[config.mk]
export PLATFORM = sky130hd
export DESIGN_NAME = ctr_sequencer
export DESIGN_NICKNAME = d
export VERILOG_FILES = /design/src/rtl/ctr_sequencer.sv
export SDC_FILE = /design/constraint.sdc
export NUM_CORES = 1
export LEC_CHECK = 0
export ABC_AREA = 1
export CAP_MARGIN = 25
export CORE_ASPECT_RATIO = 0.8
export CORE_MARGIN = 10
export CORE_UTILIZATION = 40
export CTS_CLUSTER_DIAMETER = 100
export CTS_CLUSTER_SIZE = 14
export DETAILED_ROUTE_END_ITERATION = 12
export PLACE_DENSITY_LB_ADDON = 0.25
export SYNTH_ARGS = -nofsm -noshare
export SYNTH_HDL_FRONTEND = slang
export SYNTH_SLANG_ARGS = --single-unit
[constraint.sdc]
create_clock -name variable_clk_2 -period 2.6 [get_ports variable_clk_2]
set_input_delay 0.39 -clock variable_clk_2 [delete_from_list [all_inputs] [get_ports variable_clk_2]]
set_output_delay 0.39 -clock variable_clk_2 [all_outputs]
set_load 0.01 [all_outputs]
[src/rtl/ctr_sequencer.sv]
// Multi-channel capture sequencer: per enabled channel runs clear -> fill -> flush -> transfer handshake.
// Optional transfer watchdog enabled by defining CTR_XFER_TIMEOUT_EN.
module ctr_sequencer #(
  parameter int unsigned ADDR_WIDTH     = 14,
  parameter int unsigned RAM_DEPTH      = 16384,
  parameter int unsigned NUM_CH         = 4,
  parameter int unsigned CH_WIDTH       = 2,
  parameter int unsigned TIMEOUT_CYCLES = 65535
) (
  input  logic                  variable_clk_2,
  input  logic                  reset,
  input  logic                  start_req,
  input  logic                  stop_req,
  input  logic                  mode,
  input  logic [NUM_CH-1:0]     ch_mask,
  input  logic                  transfer_done,
  output logic                  enable,
  output logic                  enable_2,
  output logic [ADDR_WIDTH-1:0] wr_addr,
  output logic [CH_WIDTH-1:0]   ch_sel,
  output logic                  pipe_rst,
  output logic                  xfer_req,
  output logic                  busy,
  output logic [15:0]           pass_count,
  output logic                  xfer_err
);

  localparam int unsigned PC_WIDTH = 16;
  localparam logic [ADDR_WIDTH-1:0] LAST_ADDR = ADDR_WIDTH'(RAM_DEPTH - 3);

  // Elaboration-time parameter sanity checks
  if (NUM_CH < 1 || NUM_CH > 16) begin : g_bad_num_ch
    $error("ctr_sequencer: NUM_CH must be 1..16");
  end
  if (NUM_CH > (1 << CH_WIDTH)) begin : g_bad_ch_width
    $error("ctr_sequencer: CH_WIDTH too small for NUM_CH");
  end
  if (RAM_DEPTH < 3 || RAM_DEPTH - 3 >= (1 << ADDR_WIDTH)) begin : g_bad_depth
    $error("ctr_sequencer: RAM_DEPTH does not fit ADDR_WIDTH");
  end
  if (TIMEOUT_CYCLES < 1 || TIMEOUT_CYCLES > 65535) begin : g_bad_timeout
    $error("ctr_sequencer: TIMEOUT_CYCLES must be 1..65535");
  end

  typedef enum logic [2:0] {
    IDLE  = 3'd0,
    CLEAR = 3'd1,
    FILL  = 3'd2,
    FLUSH = 3'd3,
    XFER  = 3'd4,
    NEXT  = 3'd5
  } state_e;

  state_e                state_q, state_d;
  logic                  mode_q, mode_d;
  logic [NUM_CH-1:0]     mask_q, mask_d;
  logic                  stop_q, stop_d;
  logic                  enable_q, enable_d;
  logic                  enable_2_q;
  logic [ADDR_WIDTH-1:0] wr_addr_q, wr_addr_d;
  logic [CH_WIDTH-1:0]   ch_sel_q, ch_sel_d;
  logic                  pipe_rst_q, pipe_rst_d;
  logic                  xfer_req_q, xfer_req_d;
  logic                  busy_q;
  logic [PC_WIDTH-1:0]   pass_count_q, pass_count_d;

  logic [CH_WIDTH-1:0]   start_ch, first_ch, next_ch;
  logic                  has_next;

`ifdef CTR_XFER_TIMEOUT_EN
  localparam int unsigned WD_WIDTH = 16;
  localparam logic [WD_WIDTH-1:0] WD_LAST = WD_WIDTH'(TIMEOUT_CYCLES - 1);
  logic [WD_WIDTH-1:0]   wd_q, wd_d;
  logic                  xfer_err_q, xfer_err_d;
`endif

  // Lowest set bit of the incoming and latched masks, and next set bit above ch_sel
  always_comb begin : find_channels
    start_ch = '0;
    first_ch = '0;
    next_ch  = '0;
    has_next = 1'b0;
    for (int i = NUM_CH - 1; i >= 0; i--) begin
      if (ch_mask[i]) start_ch = CH_WIDTH'(i);
      if (mask_q[i]) first_ch = CH_WIDTH'(i);
      if (mask_q[i] && (i > int'(ch_sel_q))) begin
        has_next = 1'b1;
        next_ch  = CH_WIDTH'(i);
      end
    end
  end

  always_comb begin : next_state
    state_d      = state_q;
    mode_d       = mode_q;
    mask_d       = mask_q;
    stop_d       = stop_q | (stop_req && (state_q != IDLE));
    enable_d     = 1'b0;
    wr_addr_d    = wr_addr_q;
    ch_sel_d     = ch_sel_q;
    pipe_rst_d   = 1'b0;
    xfer_req_d   = xfer_req_q;
    pass_count_d = pass_count_q;
`ifdef CTR_XFER_TIMEOUT_EN
    wd_d         = wd_q;
    xfer_err_d   = xfer_err_q;
`endif
    case (state_q)
      IDLE: begin
        if (start_req && (ch_mask != '0)) begin
          state_d    = CLEAR;
          mode_d     = mode;
          mask_d     = ch_mask;
          ch_sel_d   = start_ch;
          pipe_rst_d = 1'b1;
          wr_addr_d  = '0;
        end
      end
      CLEAR: begin
        state_d   = FILL;
        enable_d  = 1'b1;
        wr_addr_d = '0;
      end
      FILL: begin
        if (wr_addr_q == LAST_ADDR) begin
          state_d = FLUSH;
        end else begin
          enable_d  = 1'b1;
          wr_addr_d = wr_addr_q + ADDR_WIDTH'(1);
        end
      end
      FLUSH: begin
        state_d    = XFER;
        xfer_req_d = 1'b1;
`ifdef CTR_XFER_TIMEOUT_EN
        wd_d       = '0;
`endif
      end
      XFER: begin
        if (transfer_done) begin
          xfer_req_d = 1'b0;
          state_d    = NEXT;
`ifdef CTR_XFER_TIMEOUT_EN
        end else if (wd_q == WD_LAST) begin
          xfer_err_d = 1'b1;
          xfer_req_d = 1'b0;
          state_d    = IDLE;
        end else begin
          wd_d = wd_q + WD_WIDTH'(1);
`endif
        end
      end
      NEXT: begin
        if (has_next) begin
          state_d    = CLEAR;
          ch_sel_d   = next_ch;
          pipe_rst_d = 1'b1;
          wr_addr_d  = '0;
        end else begin
          pass_count_d = pass_count_q + PC_WIDTH'(1);
          if (mode_q && !stop_d) begin
            state_d    = CLEAR;
            ch_sel_d   = first_ch;
            pipe_rst_d = 1'b1;
            wr_addr_d  = '0;
          end else begin
            state_d = IDLE;
          end
        end
      end
      default: state_d = IDLE;
    endcase
    // A pending stop is consumed by returning to IDLE
    if (state_d == IDLE) stop_d = 1'b0;
  end

  always_ff @(posedge variable_clk_2) begin : regs
    if (reset) begin
      state_q      <= IDLE;
      mode_q       <= 1'b0;
      mask_q       <= '0;
      stop_q       <= 1'b0;
      enable_q     <= 1'b0;
      enable_2_q   <= 1'b0;
      wr_addr_q    <= '0;
      ch_sel_q     <= '0;
      pipe_rst_q   <= 1'b0;
      xfer_req_q   <= 1'b0;
      busy_q       <= 1'b0;
      pass_count_q <= '0;
`ifdef CTR_XFER_TIMEOUT_EN
      wd_q         <= '0;
      xfer_err_q   <= 1'b0;
`endif
    end else begin
      state_q      <= state_d;
      mode_q       <= mode_d;
      mask_q       <= mask_d;
      stop_q       <= stop_d;
      enable_q     <= enable_d;
      enable_2_q   <= enable_q;
      wr_addr_q    <= wr_addr_d;
      ch_sel_q     <= ch_sel_d;
      pipe_rst_q   <= pipe_rst_d;
      xfer_req_q   <= xfer_req_d;
      busy_q       <= (state_d != IDLE);
      pass_count_q <= pass_count_d;
`ifdef CTR_XFER_TIMEOUT_EN
      wd_q         <= wd_d;
      xfer_err_q   <= xfer_err_d;
`endif
    end
  end

  assign enable     = enable_q;
  assign enable_2   = enable_2_q;
  assign wr_addr    = wr_addr_q;
  assign ch_sel     = ch_sel_q;
  assign pipe_rst   = pipe_rst_q;
  assign xfer_req   = xfer_req_q;
  assign busy       = busy_q;
  assign pass_count = pass_count_q;
`ifdef CTR_XFER_TIMEOUT_EN
  assign xfer_err   = xfer_err_q;
`else
  assign xfer_err   = 1'b0;
`endif

endmodule

==> run metrics <==
outcome complete, no violations; post-synth cell types 35; Worst EP arrival 2.14 ns; final hold violation count 0; crit path max fanout 15; Starting Density 41.2%; Port Buffers 46; Post-DP HPWL 5080 um; drt via density 4.90; pre-CTS setup slack 0.365 ns; vias in the first global route 2456; first-pass GRT wire length 11400 um; number of flops mapped to enable cells by yosys 0; GR peak layer met2; Syn Nets 409; Power Dens Cells 425 nW/um2; RR Startpoint wr_addr[9]; R2R setup slack 0.77 ns; Setup crit end kind flop; root buffer cell clkbuf_8; Critical Path RT 2.78 ns; per-cell routed wire length 12.5 um; Setup crit end wr_addr[0]; initial antenna violation count 0; Synth Instances 396; Tot GR Track Use 13.0%; CTS Sinks 46; DR DRC count 0; GR Util met1 16.8%; peak supply drop 0.276 mV; Clock Latency Late Sink 0.30 ns; Worst setup SP type primary input; reg2reg end wr_addr[0]; Yosys reg bits 46; Synth Area per Inst 6.63 um2; Die ar. 10200 um2; Iteration-0 DRC Markers 153; Max Slew Vio Count 0; H-Tree Depth 2; RSZ-0062 raised after global routing false; Post-Route WL 6570 um; Initial DRT Pass Iterations 4; number of diodes 0; dpl cell area 3150 um2; Period Utilization, post-route 75.5%; Nets 455; Max Cap Violations 0; fin util 50.6%; DIE WIDTH 111 um; sequential area share after synthesis 35.1%; CP Class primary input to flop; Ys Warns 0; share of cells above drive strength 1 8.82%; Top Ports 48; met3 Use GR 4.13%; Register-to-Register Path Depth 6; die height 92.5 um; clk slew on worst S/H paths 0.08 ns; Post-Route Setup TNS 0 ns; Final Wtd Congestion 0.822; Site Rows 26; final number of setup-violating endpoints 0; hold buffers post-CTS 0; total number of vias 2575; Async SR Flop Fraction 0%; met2 Use GR 20.3%; Overflow after GRT 0; CTS tree built; Post-CTS Resized 0; Finished Cell Area 3220 um2; fillcell total 682; Cell Area, Synth 2630 um2; Area growth, synth to finish 22.8%; Setup WS post-layout 0.638 ns; Worst Clk Skew 0.00226 ns; f_max 510 MHz; final antenna-violating net count 0; Min-Delay Path Class flop to flop; Clock Tree Buf Depth 2; Critical Path Source ch_mask[2]; top_reg_cell synth dfxtp_1; largest net degree at the start of global routing 19; Total Power 1.37 mW; Leak Pwr 1.13 nW; Post-CTS Setup Bufs 0; crit path time final 1.96 ns; Core ar. 6380 um2; CTS Buf Count 5
[kinds of logic (layout without fill, tap and decap cells)]
family / count (synthesis) / count (layout) / share of synthesized area [%]
AO/OA/AOI/OAI: 56 / 56 / 12.7
adder cells (fa/ha/maj): 3 / 3 / 1.43
buffers and inverters: 50 / 96 / 8.06
AND/OR/NAND/NOR: 232 / 232 / 39.9
XOR/XNOR: 8 / 8 / 2.67
other: 1 / 1 / 0.143
flip-flops: 46 / 46 / 35.1
[per-layer routing]
layer	part of all wire [%]	wire length, um
met1	50	3300
met2	44	2870
met3	5.0	331
met4	1.0	67
met5	0	0
[final cells by class]
cell class | count | area (um2) | area share, %
Clock buffer | 7 | 76.3 | 2.37
Sequential cell | 46 | 921 | 28.6
Multi-Input combinational cell | 300 | 1490 | 46.3
Tap cell | 84 | 105 | 3.26
Inverter | 41 | 154 | 4.77
Timing Repair Buffer | 48 | 475 | 14.7
[synthesized netlist by cell type (3+ instances only)]
master / instances / area [um2]
dfxtp_1: 46 / 921
o21ai_0: 16 / 80.1
nand4_1: 15 / 93.8
clkbuf_1: 5 / 18.8
nand2_2: 9 / 56.3
a21oi_1: 24 / 120
xor2_1: 4 / 35.0
nor3_1: 7 / 35.0
nand2_1: 107 / 402
a21oi_2: 11 / 96.3
inv_1: 38 / 143
nand3_1: 21 / 105
nor2_1: 61 / 229
ha_1: 3 / 37.5
xnor2_1: 4 / 35.0
[stage by stage]
step	hold WS, ns	instances
floorplan	0.447	396
global placement	0.428	519
detailed placement	0.435	519
CTS	0.447	526
global route	0.481	526
finish	0.437	526
[state kept, by name, summed over array words and instances, names as in the netlist]
| name | count |
|---|---|
| xfer_req | 1 |
| enable | 1 |
| wr_addr | 14 |
| pipe_rst | 1 |
| busy | 1 |
| state_q | 3 |
| stop_q | 1 |
| mask_q | 4 |
| ch_sel | 2 |
| enable_2 | 1 |
| mode_q | 1 |
| pass_count | 16 |
[worst min-delay path by stage]
| stage | from | endpoint | slack [ns] | cells after the start |
|---|---|---|---|---|
| floorplan | enable | enable_2 | 0.45 | 2 |
| global placement | enable | enable_2 | 0.43 | 2 |
| detailed placement | enable | enable_2 | 0.43 | 2 |
| CTS | enable | enable_2 | 0.45 | 2 |
| global route | enable | enable_2 | 0.48 | 2 |
| finish | enable | enable_2 | 0.44 | 2 |
[power breakdown]
group | internal [mW] | total, mW | switching [mW] | leakage, nW
clock | 0.185 | 0.414 | 0.228 | 0.0383
sequential | 0.729 | 0.753 | 0.0235 | 0.373
combinational | 0.0791 | 0.202 | 0.123 | 0.719
total | 0.994 | 1.37 | 0.375 | 1.13
[layout by cell type (no fill, tap or decap), types with 2 or more instances in the layout]
cell	n
nor2_1	61
nand2_4	2
o21ai_0	16
nand4_1	15
nand3b_1	2
a21oi_2	11
clkbuf_1	2
inv_2	2
nor2_2	2
xor2_1	4
inv_1	38
buf_4	2
nor3_1	7
xnor2_1	4
nand2_2	9
nand3_1	21
dfxtp_1	46
o21bai_1	2
a21oi_1	24
clkdlybuf4s50_1	46
ha_1	3
nand2_1	107
clkbuf_8	5
[worst max-delay path, stage by stage]
cell and delay (ns):
clkdlybuf4s50_1 0.52, nor2_1 0.06, nand2_1 0.08, nand2_1 0.07
a21oi_2 0.30, nand3_4 0.27, o21ai_0 0.38, nor2_1 0.09
Power figures use the tool's default switching activity.
